`config.mk`:
```
export PLATFORM = sky130hd
export DESIGN_NAME = pipeline_ctrl_flat
export DESIGN_NICKNAME = d
export VERILOG_FILES = /design/src/rtl/cpu_types_pkg.sv /design/src/rtl/pipeline_ctrl_if.sv /design/src/rtl/pipeline_ctrl_load_use.sv /design/src/rtl/pipeline_ctrl.sv /design/src/flat_wrapper.sv
export SDC_FILE = /design/constraint.sdc
export NUM_CORES = 1
export LEC_CHECK = 0
export BUFFER_PORTS_ARGS = -buffer_cell sky130_fd_sc_hd__buf_4
export CORE_MARGIN = 2
export CORE_UTILIZATION = 50
export CTS_CLUSTER_SIZE = 10
export DETAILED_ROUTE_END_ITERATION = 10
export PLACE_DENSITY = 0.79
export SLEW_MARGIN = 20
export SYNTH_ARGS = -nofsm -noshare
export SYNTH_HDL_FRONTEND = slang
export SYNTH_SLANG_ARGS = --single-unit
```
`constraint.sdc`:
```
create_clock -name CLK -period 2.4 [get_ports CLK]
set_input_delay 0.12 -clock CLK [delete_from_list [all_inputs] [get_ports CLK]]
set_output_delay 0.12 -clock CLK [all_outputs]
set_load 0.05 [all_outputs]
```
`src/rtl/cpu_types_pkg.sv`:
```
// Shared CPU control types for the pipeline controller slice.
// Contents: controller FSM state enum, register-index type and the
// default widths used by the controller, its interface and sub-blocks.
package cpu_types_pkg;

  localparam int REGW_DEF = 5;
  localparam int CNTW_DEF = 32;

  typedef logic [REGW_DEF-1:0] regbits_t;

  typedef enum logic [1:0] {
    RUN     = 2'd0,
    MEMWAIT = 2'd1,
    HALT    = 2'd2
  } pctl_state_t;

endpackage

```
`src/rtl/pipeline_ctrl_if.sv`:
```
// Bundle between the datapath and the pipeline controller.
// Hazard inputs (datapath -> controller):
//   ihit, dhit, id_rs, id_rt, ex_rd, ex_dREN, ex_regWr, ex_jump,
//   mem_dREN, mem_dWEN, mem_brTaken, mem_halt
// Control outputs (controller -> datapath):
//   pc_en, {ifid,idex,exmem,memwb}_en, {ifid,idex,exmem,memwb}_flush,
//   halted, stall_cnt
// master = datapath side, slave = controller side.
interface pipeline_ctrl_if #(
  parameter int REG_W = 5,
  parameter int CNT_W = 32
);
  logic             ihit;
  logic             dhit;
  logic [REG_W-1:0] id_rs;
  logic [REG_W-1:0] id_rt;
  logic [REG_W-1:0] ex_rd;
  logic             ex_dREN;
  logic             ex_regWr;
  logic             ex_jump;
  logic             mem_dREN;
  logic             mem_dWEN;
  logic             mem_brTaken;
  logic             mem_halt;

  logic             pc_en;
  logic             ifid_en;
  logic             idex_en;
  logic             exmem_en;
  logic             memwb_en;
  logic             ifid_flush;
  logic             idex_flush;
  logic             exmem_flush;
  logic             memwb_flush;
  logic             halted;
  logic [CNT_W-1:0] stall_cnt;

  modport master (
    output ihit, dhit, id_rs, id_rt, ex_rd, ex_dREN, ex_regWr, ex_jump,
           mem_dREN, mem_dWEN, mem_brTaken, mem_halt,
    input  pc_en, ifid_en, idex_en, exmem_en, memwb_en,
           ifid_flush, idex_flush, exmem_flush, memwb_flush,
           halted, stall_cnt
  );

  modport slave (
    input  ihit, dhit, id_rs, id_rt, ex_rd, ex_dREN, ex_regWr, ex_jump,
           mem_dREN, mem_dWEN, mem_brTaken, mem_halt,
    output pc_en, ifid_en, idex_en, exmem_en, memwb_en,
           ifid_flush, idex_flush, exmem_flush, memwb_flush,
           halted, stall_cnt
  );
endinterface

```
`src/rtl/pipeline_ctrl_load_use.sv`:
```
// Load-use hazard comparator (purely combinational).
// Ports:
//   exDRen, exRegWr : instruction in EX is a load that writes a register
//   exRd            : its destination register
//   idRs, idRt      : source registers of the instruction in ID
//   lu_stall        : ID must wait one cycle for the load result
module load_use_detect
  import cpu_types_pkg::*;
#(
  parameter int REG_W = REGW_DEF
) (
  input  logic             exDRen,
  input  logic             exRegWr,
  input  logic [REG_W-1:0] exRd,
  input  logic [REG_W-1:0] idRs,
  input  logic [REG_W-1:0] idRt,
  output logic             lu_stall
);

  // r0 is hard-wired zero, so a load targeting it never creates a dependency.
  assign lu_stall = exDRen & exRegWr & (exRd != '0) &
                    ((exRd == idRs) | (exRd == idRt));

endmodule

```
`src/rtl/pipeline_ctrl.sv`:
```
// Central pipeline controller: latch enables/flushes, PC write enable,
// data-memory wait FSM, sticky halt and a saturating stall-cycle counter.
// Ports:
//   CLK  : clock, all state on rising edge
//   RST  : asynchronous active-high reset
//   bus  : pipeline_ctrl_if.slave (hazard inputs, control outputs)
//
// state   | meaning
// --------+------------------------------------------------------------
// RUN     | normal issue; priority hazard mux active
// MEMWAIT | data access outstanding; whole pipe frozen until dhit
// HALT    | halt retired; pipe frozen, halted=1 until reset
module pipeline_ctrl
  import cpu_types_pkg::*;
#(
  parameter int REG_W = REGW_DEF,
  parameter int CNT_W = CNTW_DEF
) (
  input logic            CLK,
  input logic            RST,
  pipeline_ctrl_if.slave bus
);

  pctl_state_t      state, nextState;
  logic             luStall;
  logic             evalHazards;
  logic             pcEn, ifidEn, idexEn, exmemEn, memwbEn;
  logic             ifidFl, idexFl, exmemFl, memwbFl;
  logic [CNT_W-1:0] stallCnt;

  load_use_detect #(.REG_W(REG_W)) uLoadUse (
    .exDRen   (bus.ex_dREN),
    .exRegWr  (bus.ex_regWr),
    .exRd     (bus.ex_rd),
    .idRs     (bus.id_rs),
    .idRt     (bus.id_rt),
    .lu_stall (luStall)
  );

  always_ff @(posedge CLK or posedge RST) begin
    if (RST) state <= RUN;
    else     state <= nextState;
  end

  always_comb begin
    nextState   = state;
    evalHazards = 1'b0;
    pcEn        = 1'b1;
    ifidEn      = 1'b1;
    idexEn      = 1'b1;
    exmemEn     = 1'b1;
    memwbEn     = 1'b1;
    ifidFl      = 1'b0;
    idexFl      = 1'b0;
    exmemFl     = 1'b0;
    memwbFl     = 1'b0;

    case (state)
      RUN: begin
        if (bus.mem_halt) begin
          // only MEM/WB moves so the halt itself retires
          {pcEn, ifidEn, idexEn, exmemEn} = '0;
          nextState = HALT;
        end else if ((bus.mem_dREN | bus.mem_dWEN) & ~bus.dhit) begin
          {pcEn, ifidEn, idexEn, exmemEn, memwbEn} = '0;
          nextState = MEMWAIT;
        end else begin
          evalHazards = 1'b1;
        end
      end
      MEMWAIT: begin
        if (bus.dhit) begin
          evalHazards = 1'b1;
          nextState   = RUN;
        end else begin
          {pcEn, ifidEn, idexEn, exmemEn, memwbEn} = '0;
        end
      end
      HALT: begin
        {pcEn, ifidEn, idexEn, exmemEn, memwbEn} = '0;
      end
      default: begin
        nextState = RUN;
      end
    endcase

    // Control hazards outrank load-use: the flush already removes the
    // dependent instruction, so no bubble is needed.
    if (evalHazards) begin
      if (bus.mem_brTaken) begin
        {ifidFl, idexFl, exmemFl} = 3'b111;
      end else if (bus.ex_jump) begin
        {ifidFl, idexFl} = 2'b11;
      end else if (luStall) begin
        pcEn   = 1'b0;
        ifidEn = 1'b0;
        idexFl = 1'b1;
      end else if (!bus.ihit) begin
        pcEn   = 1'b0;
        ifidFl = 1'b1;
      end
    end
  end

  always_ff @(posedge CLK or posedge RST) begin
    if (RST) begin
      stallCnt <= '0;
    end else if (!pcEn && (state != HALT) && !(&stallCnt)) begin
      stallCnt <= stallCnt + {{(CNT_W-1){1'b0}}, 1'b1};
    end
  end

  // Reset forces the pipe into a frozen, cleared condition.
  assign bus.pc_en       = pcEn    & ~RST;
  assign bus.ifid_en     = ifidEn  & ~RST;
  assign bus.idex_en     = idexEn  & ~RST;
  assign bus.exmem_en    = exmemEn & ~RST;
  assign bus.memwb_en    = memwbEn & ~RST;
  assign bus.ifid_flush  = ifidFl  | RST;
  assign bus.idex_flush  = idexFl  | RST;
  assign bus.exmem_flush = exmemFl | RST;
  assign bus.memwb_flush = memwbFl | RST;
  assign bus.halted      = (state == HALT);
  assign bus.stall_cnt   = stallCnt;

endmodule
```
`src/flat_wrapper.sv`:
```
// flat-port wrapper written by rule: the top's interface ports become plain ports
module pipeline_ctrl_flat import cpu_types_pkg::*;
#(
  parameter int REG_W = REGW_DEF,
  parameter int CNT_W = CNTW_DEF
)
  (CLK, RST, bus_ihit, bus_dhit, bus_id_rs, bus_id_rt, bus_ex_rd, bus_ex_dREN, bus_ex_regWr, bus_ex_jump, bus_mem_dREN, bus_mem_dWEN, bus_mem_brTaken, bus_mem_halt, bus_pc_en, bus_ifid_en, bus_idex_en, bus_exmem_en, bus_memwb_en, bus_ifid_flush, bus_idex_flush, bus_exmem_flush, bus_memwb_flush, bus_halted, bus_stall_cnt);
  pipeline_ctrl_if #(.REG_W(REG_W), .CNT_W(CNT_W)) bus_i ();
  input logic CLK;
  input logic RST;
  input wire logic [$bits(bus_i.ihit)-1:0] bus_ihit;
  input wire logic [$bits(bus_i.dhit)-1:0] bus_dhit;
  input wire logic [$bits(bus_i.id_rs)-1:0] bus_id_rs;
  input wire logic [$bits(bus_i.id_rt)-1:0] bus_id_rt;
  input wire logic [$bits(bus_i.ex_rd)-1:0] bus_ex_rd;
  input wire logic [$bits(bus_i.ex_dREN)-1:0] bus_ex_dREN;
  input wire logic [$bits(bus_i.ex_regWr)-1:0] bus_ex_regWr;
  input wire logic [$bits(bus_i.ex_jump)-1:0] bus_ex_jump;
  input wire logic [$bits(bus_i.mem_dREN)-1:0] bus_mem_dREN;
  input wire logic [$bits(bus_i.mem_dWEN)-1:0] bus_mem_dWEN;
  input wire logic [$bits(bus_i.mem_brTaken)-1:0] bus_mem_brTaken;
  input wire logic [$bits(bus_i.mem_halt)-1:0] bus_mem_halt;
  output wire logic [$bits(bus_i.pc_en)-1:0] bus_pc_en;
  output wire logic [$bits(bus_i.ifid_en)-1:0] bus_ifid_en;
  output wire logic [$bits(bus_i.idex_en)-1:0] bus_idex_en;
  output wire logic [$bits(bus_i.exmem_en)-1:0] bus_exmem_en;
  output wire logic [$bits(bus_i.memwb_en)-1:0] bus_memwb_en;
  output wire logic [$bits(bus_i.ifid_flush)-1:0] bus_ifid_flush;
  output wire logic [$bits(bus_i.idex_flush)-1:0] bus_idex_flush;
  output wire logic [$bits(bus_i.exmem_flush)-1:0] bus_exmem_flush;
  output wire logic [$bits(bus_i.memwb_flush)-1:0] bus_memwb_flush;
  output wire logic [$bits(bus_i.halted)-1:0] bus_halted;
  output wire logic [$bits(bus_i.stall_cnt)-1:0] bus_stall_cnt;
  assign bus_i.ihit = bus_ihit;
  assign bus_i.dhit = bus_dhit;
  assign bus_i.id_rs = bus_id_rs;
  assign bus_i.id_rt = bus_id_rt;
  assign bus_i.ex_rd = bus_ex_rd;
  assign bus_i.ex_dREN = bus_ex_dREN;
  assign bus_i.ex_regWr = bus_ex_regWr;
  assign bus_i.ex_jump = bus_ex_jump;
  assign bus_i.mem_dREN = bus_mem_dREN;
  assign bus_i.mem_dWEN = bus_mem_dWEN;
  assign bus_i.mem_brTaken = bus_mem_brTaken;
  assign bus_i.mem_halt = bus_mem_halt;
  assign bus_pc_en = bus_i.pc_en;
  assign bus_ifid_en = bus_i.ifid_en;
  assign bus_idex_en = bus_i.idex_en;
  assign bus_exmem_en = bus_i.exmem_en;
  assign bus_memwb_en = bus_i.memwb_en;
  assign bus_ifid_flush = bus_i.ifid_flush;
  assign bus_idex_flush = bus_i.idex_flush;
  assign bus_exmem_flush = bus_i.exmem_flush;
  assign bus_memwb_flush = bus_i.memwb_flush;
  assign bus_halted = bus_i.halted;
  assign bus_stall_cnt = bus_i.stall_cnt;
  pipeline_ctrl #(.REG_W(REG_W), .CNT_W(CNT_W)) u_core (.CLK(CLK), .RST(RST), .bus(bus_i));
endmodule
```
After elaboration in Yosys (flattened, before gate mapping). Index checks and enable logic that the tools add are counted.

Order comparisons: 0. Multipliers: 0. Mux-type cells: 31. Bitwise operators: 16. Reductions and logical operators: 8. Equal/unequal tests: 7. Shifts and indexed selects: 0. Divide/modulo/power cells: 0. Add/subtract/negate cells: 1.

Operators with widths (number): $add 32x1->32 const B (1); $reduce_and 32->1 (1); $mux 1 (24); $eq 5x5->1 (2); $and 1x1->1 (8); $mux 2 (3); $pmux 1 s3 (2); $pmux 2 s3 (1); $or 1x1->1 (5); $reduce_bool 5->1 (1); $ne 2x2->1 const B (2); $ne 3x2->1 const B (1); $not 1->1 (3); $reduce_and 3->1 (1); $eq 2x1->1 const B (1); $eq 2x2->1 const B (1); $logic_and 1x1->1 (2); $logic_not 1->1 (2); $logic_not 2->1 (1); $pmux 1 s2 (1).

RAM bits: 0. Latch bits: 0. Memories: 0. Bits of input ports: 26. Logic and storage cells: 65. Output and inout bits: 42. Memory bits (read-only): 0. Bits in registers: 34.

Longest topological paths before layout. Gate-level depths: netlist (run 1).

Depth in word-level cells: 13. Gate-level depth with buffers: 8.

Hierarchy. Synthesis (run 1) repeated with hierarchy kept, for this count alone.

Cells, all modules: 205. Area, all modules: 1968.1 um2.

By module, submodules not included: pipeline_ctrl (cells each 188, times used 1, sequential area each 850.8 um2, area an instance 1835.5 um2); load_use_detect (cells each 17, times used 1, sequential area each 0.0 um2, area an instance 132.6 um2).

Least setup slack after synthesis (run 1). OpenSTA, ideal clock, no wires.

Path type: input -> output. Start point: input port RST. End point: output port bus_ifid_en. Arrival: 2.682 ns. Data required time: 2.280 ns. Path slack: -0.402 ns. Cell stages on the path: 3. Buffers on the path: 0. Cell sequence: inv_1 > and2_1 > a21boi_0.

Longest elaborated chain between the ends: 2.

Ends and longest elaborated chain: start, declared (line flat_wrapper.sv:10) `input logic RST;`; $not 1->1 (line pipeline_ctrl.sv:115) `assign bus.ifid_en = ifidEn & ~RST;`; $and 1x1->1 (line pipeline_ctrl.sv:115); end, declared (line flat_wrapper.sv:24) `output wire logic [$bits(bus_i.ifid_en)-1:0] bus_ifid_en;`.

Every way passes these cells.

Final worst setup path (run 1).
Start point: register u_core.state[0]. End point: output port bus_pc_en.

Longest elaborated chain between the ends: 8. Elaborated cells on any way between the ends: 11.

Ends and longest elaborated chain: start, declared (line pipeline_ctrl.sv:24) `pctl_state_t state, nextState;`; start signal, assigned (line pipeline_ctrl.sv:42) `else state <= nextState;`; $eq 2x2->1 (tied with other cells) (line pipeline_ctrl.sv:58) `case (state)`; $pmux 1 s3 (line pipeline_ctrl.sv:58); $mux 1 (line pipeline_ctrl.sv:98) `end else if (!bus.ihit) begin`; $mux 1 (line pipeline_ctrl.sv:94) `end else if (luStall) begin`; $mux 1 (line pipeline_ctrl.sv:92) `end else if (bus.ex_jump) begin`; $mux 1 (line pipeline_ctrl.sv:90) `if (bus.mem_brTaken) begin`; $mux 1 (*) (line pipeline_ctrl.sv:89) `if (evalHazards) begin`; $and 1x1->1 (*) (line pipeline_ctrl.sv:114) `assign bus.pc_en = pcEn & ~RST;`; end, declared (line flat_wrapper.sv:23) `output wire logic [$bits(bus_i.pc_en)-1:0] bus_pc_en;`.

Mark *: on every way between the ends. The rest lies on a longest branch, timed or not.

==> results.ini, run 1 <==
[status]
outcome = complete, no violations

[setup_path]
cpPeakStageDelay_ns = 0.45
r2r_end = u_core.bus.stall_cnt[7]
reg2regPathDepth = 7
crit_type = register to primary output
cp_slowest_cell = dfrtp_1
worstReg2RegStart = u_core.state[0]
path_delay_family = compound AO/OA/AOI/OAI gates
required_ns = 2.28
critical_path_buf_inv_count = 2
cp_data_arrival_time_ns = 2.18
cp_cell_sequence = or3_1, a21oi_1, o41ai_1, a21oi_2, buf_6, and2_1, buf_4
crit_path_max_fanout = 7
cp-start-kind = register
reg2reg_slack_ns = 0.12
end_kind = primary output

[routing]
drc = 0
dr.pass1.iters = 5
viasPerCell = 5.46
drtIter0Drc = 158
route.detailed.wl_per_inst_um = 14.2
wirelength_um = 4740
via_count = 1822
ant_nets = 0

[timing]
max_slew_margin = 0.675
skew_ns = 0.00950
worst_pin_slew_ns = 0.481
fmax_mhz = 434
final-hold-violation-count = 0
whs_ns = 0.0371
layout_min_cycle_time_ns = 2.30
finalSetupViolations = 0
fin_crit_sh = 0.960
maxSlewViolCount = 0
setup_slack_ns = 0.0960

[clock_network]
clock-root-buffer = clkbuf_8
numClockSinks = 34
clk_pin_slew_ns = 0.07
clockBufferDepth = 2
cts_tree = built
clock_latency_ns = 0.29
cts_buffers = 5
htree_levels = 2

[pwr]
p_sw_mw = 0.778
clock_power_share = 0.309
power_density_mw_per_mm2 = 742
power_frac_comb = 0.320
max-vdd-ir-drop_uv = 549
p_int_mw = 1.28
p_seq_frac = 0.371
swShare = 0.378
power_mw = 2.06
p_leak_nw = 1.19

[logic_synthesis]
synthTopCellsByArea = dfrtp_1 42%, xor2_1 11%, nor4_2 6.2%
syn-num-nets = 232
synth_top_cell_by_area = dfrtp_1
synth_seq_area_share = 0.420
synthArstFlopShare = 1.00
synth_top_area_share = 0.420
synth_edf_count = 0
ys_warn_count = 0
ys.flop_type = dfrtp_1
synth.distinct_cells = 38
syn-instance-count = 205
synth_seq_cells = 34
avgSynthCellArea_um2 = 9.89
synth_area_mm2 = 0.00203

[worst_hold_path]
whs_endpoint = u_core.state[0]
hold-path-cell-count = 2
hold_class = input pin to register
min-delay-start = bus_dhit

[final_layout]
area_delta_synth_final_pct = 36.9
nNetsFinal = 310
drive_gt1_frac = 0.370
layout_common_cells = 76 x buf_4, 34 x dfrtp_1, 26 x xor2_1, 18 x nor3_1, 17 x nor2_1
num_antenna_cells = 0
final_common_cell = buf_4

[place]
dp_hpwl_um = 3520
port-buffer-count = 67
place_congestion = 0.804
pre_cts_slack_ns = 0.242

[floorplan]
die_height_um = 67.7
rows = 23
initial_utilization = 0.514
die_area_mm2 = 0.00458
die_w_um = 67.7
placeableCoreArea_mm2 = 0.00394
ios = 68

[grt]
grt_start_max_net_pins = 27
grt_pass1_vias = 1691
grtUsageTotal = 0.221
grt_overflow = 0
grt_first_pass_wirelength_um = 7730
antenna_found_initial = 0

[job]
max_cap_viol_count = 0

-- cell families after synthesis --
| kind of cell | share of synthesized area |
|---|---|
| buffers and inverters | 0.0352 |
| XOR/XNOR | 0.181 |
| adder cells (fa/ha/maj) | 0.00617 |
| multiplexers | 0.00556 |
| flip-flops | 0.420 |
| AO/OA/AOI/OAI | 0.0599 |
| AND/OR/NAND/NOR | 0.293 |
-- area by class of cell --
type / count / area (um2)
clock buffer: 5 / 68.8
clock inverter: 3 / 68.8
fill: 308 / 1170
inverter: 6 / 22.5
multi-input combinational: 158 / 1110
sequential: 34 / 851
tap: 50 / 62.6
timing repair buffer: 78 / 592
-- sequential cells by signal, summed over array words and instances (netlist names) --
register              count
u_core.bus.stall_cnt     32
u_core.state              2
-- stage by stage --
| stage | instance area [um2] | TNS, ns | std cells | utilization |
|---|---|---|---|---|
| final | 2770 | 0 | 334 | 0.704 |
| after floorplan | 2030 | 0 | 205 | - |
| after global placement | 2590 | 0 | 321 | 0.658 |
| after CTS | 2740 | 0 | 330 | 0.696 |
| after global routing | 2770 | -0.00456 | 334 | 0.704 |
| after detailed placement | 2590 | 0 | 321 | 0.658 |
-- Yosys cell counts, types with 2 or more instances --
| master | number |
|---|---|
| dfrtp_1 | 34 |
| xor2_1 | 26 |
| nor3_1 | 18 |
| nor2_1 | 17 |
| nand3_1 | 15 |
| nand2_1 | 14 |
| xnor2_1 | 14 |
| nand4_1 | 10 |
| nor4_2 | 10 |
| inv_1 | 6 |
| and3_1 | 4 |
| buf_2 | 3 |
| buf_4 | 3 |
| o21ai_0 | 3 |
| a21oi_1 | 2 |
| and2_1 | 2 |
| nand4b_1 | 2 |
| or4_1 | 2 |
-- how the worst max path moves through the flow --
stage,start,to,slack [ns],cells after the start
final,u_core.state[0],bus_pc_en,0.1,7
after global routing,u_core.state[0],bus_pc_en,-0.005,7
after CTS,u_core.state[0],bus_pc_en,0.02,7
after detailed placement,u_core.state[0],u_core.bus.stall_cnt[7],0.24,6
after global placement,u_core.state[0],u_core.bus.stall_cnt[7],0.31,6
after floorplan,bus_ex_rd[1],bus_ifid_flush,0.14,5
-- routing by layer --
metal	track usage	up-vias	routed length, um
met5	0	-	0
met3	0.0417	4	236
li1	-	887	-
met2	0.379	61	2450
met4	0.0689	0	46
met1	0.279	870	2010
-- power by group through the flow --
stage / logic, mW / registers (mW) / clock network, mW
after CTS: 0.663 / 0.762 / 0.645
final: 0.657 / 0.764 / 0.636
after floorplan: 0.171 / 1.02 / 0
after global placement: 0.655 / 0.764 / 0
after detailed placement: 0.660 / 0.767 / 0
after global routing: 0.701 / 0.779 / 0.673
-- what timing repair did --
item                       CTS  global route
buffers inserted             0             4
cloned                       0             0
hold endpoints to repair     8             0
setup endpoints to repair    1             1
hold buffers                 1             0
gates resized for setup      1             0
Power figures use the tool's default switching activity.
==> run 2: changes to the inputs <==
- CORE_UTILIZATION: 50 -> 40
- PLACE_DENSITY: 0.79 -> 0.66
- REMOVE_ABC_BUFFERS: not set -> 1
==> results.ini, run 2 (synthesis results as in run 1) <==
[clock_network]
cts_buffers = 5
clock-root-buffer = clkbuf_8
numClockSinks = 34
htree_levels = 2
cts_tree = built
clock_latency_ns = 0.29
clockBufferDepth = 2
clk_pin_slew_ns = 0.08

[timing]
layout_min_cycle_time_ns = 2.24
fin_crit_sh = 0.932
max_slew_margin = 0.677
fmax_mhz = 447
whs_ns = 0.0387
final-hold-violation-count = 0
finalSetupViolations = 0
maxSlewViolCount = 0
skew_ns = 0.00805
worst_pin_slew_ns = 0.479

[final_layout]
num_antenna_cells = 0
area_delta_synth_final_pct = 36.8
stdcell_count = 348
largest_register_ffs = 32
fin_util = 0.576
multiInputGateArea_mm2 = 0.00111
drive_gt1_frac = 0.363
nNetsFinal = 307
layout_common_cells = 74 x buf_4, 34 x dfrtp_1, 26 x xor2_1, 18 x nor3_1, 17 x nor2_1
fillers = 452
final_common_cell = buf_4
ff_latch_area_um2 = 851

[grt]
grtUsageTotal = 0.181
grt_pass1_vias = 1591
antenna_found_initial = 0
grt_start_max_net_pins = 39
grt_overflow = 0
grt_first_pass_wirelength_um = 7770

[routing]
route.detailed.wl_per_inst_um = 13.7
drtIter0Drc = 70
ant_nets = 0
drc = 0
via_count = 1753
dr.pass1.iters = 4
viasPerCell = 5.04
wirelength_um = 4760

[pwr]
p_leak_nw = 1.17
max-vdd-ir-drop_uv = 737
power_mw = 2.06
power_density_mw_per_mm2 = 741

[floorplan]
rows = 25
placeableCoreArea_mm2 = 0.00482
die_w_um = 75.2
die_height_um = 75.2
die_area_mm2 = 0.00565
initial_utilization = 0.421
ios = 68

[place]
port-buffer-count = 67
dp_hpwl_um = 3510
place_inst = 337
place_congestion = 0.802

[status]
outcome = complete, no violations

[setup_path]
end_kind = register
required_ns = 2.58
cpPeakStageDelay_ns = 0.52
crit_path_max_fanout = 7
cp_slowest_cell = or4_4
critical_path_buf_inv_count = 1
cp-start-kind = register
crit_type = register to register
cp_data_arrival_time_ns = 2.41
cp_cell_sequence = nor3_2, o221ai_2, nor4_2, a21oi_2, buf_4, or4_4, xnor2_2
path_delay_family = simple AND/OR/NAND/NOR gates

[worst_hold_path]
hold_class = input pin to register

[job]
max_cap_viol_count = 0

## run 2: cell types whose count changed in the layout (fill, tap and decap cells not counted), sizes merged
| cell | delta |
|---|---|
| buf | -3 |
## run 2: final cells by class
type / instances / share of cell area
Timing Repair Buffer: 75 / 0.204
Inverter: 6 / 0.00812
Clock buffer: 5 / 0.0248
Multi-Input combinational cell: 158 / 0.401
Tap cell: 67 / 0.0302
Sequential cell: 34 / 0.307
Clock inverter: 3 / 0.0248
## run 2: worst paths after layout
kind                                           from                        to  slack [ns]  cells after the start
max                                 u_core.state[0]   u_core.bus.stall_cnt[7]        0.16                      7
min                                        bus_dhit           u_core.state[0]        0.04                      2
max reg2reg                         u_core.state[0]   u_core.bus.stall_cnt[7]        0.16                      7
min reg2reg                u_core.bus.stall_cnt[20]  u_core.bus.stall_cnt[20]        0.50                      1
max in group asynchronous                       RST  u_core.bus.stall_cnt[27]        1.54                      4
min in group asynchronous                       RST   u_core.bus.stall_cnt[3]        0.53                      4
## run 2: stage by stage
step           setup WS, ns  cell area [um2]  TNS [ns]
2_1_floorplan        -0.731             1980    -0.886
3_3_place_gp          0.253             2600         0
3_5_place_dp          0.251             2600         0
4_1_cts              0.0857             2750         0
5_1_grt            -0.00729             2770  -0.00729
6_report              0.163             2770         0
## run 2: metal layers
metal	wire, um	global-route usage	part of all wire
met4	21	0.0468	0.0044
met2	2140	0.265	0.45
met3	261	0.0482	0.055
met1	2330	0.265	0.49
met5	0	0	0
## run 2: timing repair
action,4_1_cts,5_1_grt
setup endpoints to repair,0,1
hold endpoints to repair,34,0
setup buffers,0,2
resized for setup,0,1
hold buffers,1,0
## run 2: worst reg2reg max path, stage by stage, from the launching register on
cell and delay, ns:
dfrtp_1 0.45, nor3_2 0.21, o221ai_2 0.17, nor4_2 0.31
a21oi_2 0.16, buf_4 0.17, or4_4 0.52, xnor2_2 0.14
## run 2: power breakdown
| group | total (mW) | internal [mW] | switching, mW | leakage, nW |
|---|---|---|---|---|
| sequential | 0.759 | 0.650 | 0.109 | 0.380 |
| combinational | 0.659 | 0.213 | 0.445 | 0.718 |
| clock | 0.637 | 0.416 | 0.221 | 0.0683 |
| total | 2.06 | 1.28 | 0.776 | 1.17 |
==> run 3: changes to the inputs <==
- ABC_AREA: not set -> 1
- PLACE_DENSITY: 0.66 -> not set
==> results.ini, run 3 <==
[clock_network]
post-cts-setup-buffers = 0
clk_pin_slew_ns = 0.08
numClockSinks = 34
htree_levels = 2
clock_latency_ns = 0.29
cts_buffers = 5
holdBufCountCts = 0
clock-root-buffer = clkbuf_8
clockBufferDepth = 2
cts_tree = built
cts_resized = 0

[grt]
grtUsageTotal = 0.215
grt_overflow = 0
grt_start_max_net_pins = 35
antenna_found_initial = 0
grt_pass1_vias = 2790
grt_first_pass_wirelength_um = 12900

[final_layout]
largest_register_ffs = 32
multiInputGateArea_mm2 = 0.00159
nNetsFinal = 532
fillers = 684
stdcell_count = 583
area_delta_synth_final_pct = 25.9
num_antenna_cells = 0
layout_common_cells = 189 x nand2_1, 71 x buf_4, 57 x nor2_1, 47 x nand3_1, 37 x inv_1
ff_latch_area_um2 = 851
stdcell_area_mm2 = 0.00336
final_common_cell = nand2_1
drive_gt1_frac = 0.182

[routing]
ant_nets = 0
dr.pass1.iters = 4
via_count = 2932
route.detailed.wl_per_inst_um = 12.8
drtIter0Drc = 112
drc = 0
wirelength_um = 7470
viasPerCell = 5.03

[timing]
finalSetupViolations = 0
layout_min_cycle_time_ns = 2.05
fin_crit_sh = 0.855
fmax_mhz = 487
rsz0062_at_grt = no
fin_tns_setup_ns = 0
max_slew_margin = 0.662
worst_pin_slew_ns = 0.503
skew_ns = 0.00862
final-hold-violation-count = 0
setup_slack_ns = 0.349
maxSlewViolCount = 0

[setup_path]
cp_data_arrival_time_ns = 2.29
crit_type = register to register
cp-start-kind = register
end_kind = register
crit_path_max_fanout = 32
required_ns = 2.64

[logic_synthesis]
ys_warn_count = 0
synth_area_mm2 = 0.00267
ys.flop_type = dfrtp_1
syn-instance-count = 438
synth_edf_count = 0
synth_top_cell_by_area = dfrtp_1
avgSynthCellArea_um2 = 6.10
synth.most_common_cell = nand2_1
synth.distinct_cells = 25
synthTopCellsByArea = dfrtp_1 32%, nand2_1 27%, nand3_1 8.8%
synth_common_cells = 189 x nand2_1, 57 x nor2_1, 47 x nand3_1
synth_top_area_share = 0.319
synthArstFlopShare = 1.00
synth_seq_area_share = 0.319
synth_seq_cells = 34

[floorplan]
die_area_mm2 = 0.00734
initial_utilization = 0.418
ios = 68
placeableCoreArea_mm2 = 0.00639
rows = 29
die_height_um = 85.7
die_w_um = 85.7

[place]
placed_area_mm2 = 0.00322
place_congestion = 0.895
port-buffer-count = 67
dp_hpwl_um = 5820
place_inst = 575
pre_cts_slack_ns = 0.372

[pwr]
power_mw = 1.55
power_density_mw_per_mm2 = 461
p_leak_nw = 1.80
max-vdd-ir-drop_uv = 403

[worst_hold_path]
hold_class = input pin to asynchronous set/reset pin

[job]
max_cap_viol_count = 0

[status]
outcome = complete, no violations

run 3: changes by cell type in the layout (fill, tap and decap cells not counted), moves of 10 or more:
cell,change
nand2_1,+175
nand3_1,+32
nor2_1,+40
nor3_1,-10
xor2_1,-12
inv_1,+31
xnor2_1,-10
nor4_2,-10
run 3: critical path: stages (launching register included):
cell,delay (ns)
dfrtp_1,0.41
ha_1,0.28
nand2_2,0.09
nor2_2,0.17
nand2_2,0.12
nor2_1,0.12
nand4_1,0.08
nand2_1,0.09
inv_2,0.13
nand2_4,0.32
nand2_1,0.10
nand2_1,0.07
run 3: layout make-up:
cell class,instances,share of cell area
repair buffers,71,0.159
flip-flops and latches,34,0.253
clock buffers,5,0.0205
well taps,77,0.0287
inverters,42,0.0469
clock inverters,3,0.0205
multi-input cells,351,0.472
run 3: cell families after synthesis:
| logic type | after synthesis | share of synthesized area |
|---|---|---|
| flops | 34 | 0.319 |
| fa+ha+maj | 1 | 0.00469 |
| compound gates | 8 | 0.0183 |
| simple gates | 324 | 0.512 |
| buf+inv | 53 | 0.0872 |
| xor+xnor | 18 | 0.0590 |
run 3: report_power, final:
group | internal [mW] | switching [mW]
Sequential | 0.592 | 0.0270
Combinational | 0.0995 | 0.180
Clock | 0.416 | 0.237
run 3: path summary, 6_finish.rpt:
check                                   startpoint                 endpoint  slack [ns]  depth (start not counted)
min in group CLK                      bus_mem_halt          u_core.state[0]        0.04                          2
max in group asynchronous                      RST  u_core.bus.stall_cnt[4]        2.06                          3
max reg2reg                u_core.bus.stall_cnt[1]  u_core.bus.stall_cnt[6]        0.35                         11
min                                            RST          u_core.state[0]        0.03                          3
max                        u_core.bus.stall_cnt[1]  u_core.bus.stall_cnt[6]        0.35                         11
min reg2reg                u_core.bus.stall_cnt[8]  u_core.bus.stall_cnt[8]        0.54                          2
run 3: metrics by stage:
step                      utilization  hold slack (ns)
after floorplan                     -            0.217
after global placement          0.505            0.349
after detailed placement        0.505            0.347
after CTS                       0.526           0.0302
after global routing            0.526           0.0430
final                           0.526           0.0269
run 3: layer usage:
metal / up-vias / global-route usage / part of all wire
met5: - / 0 / 0
met4: 0 / 0.0664 / 0.018
met3: 12 / 0.0356 / 0.053
met2: 81 / 0.361 / 0.45
met1: 1340 / 0.284 / 0.48
li1: 1499 / - / -
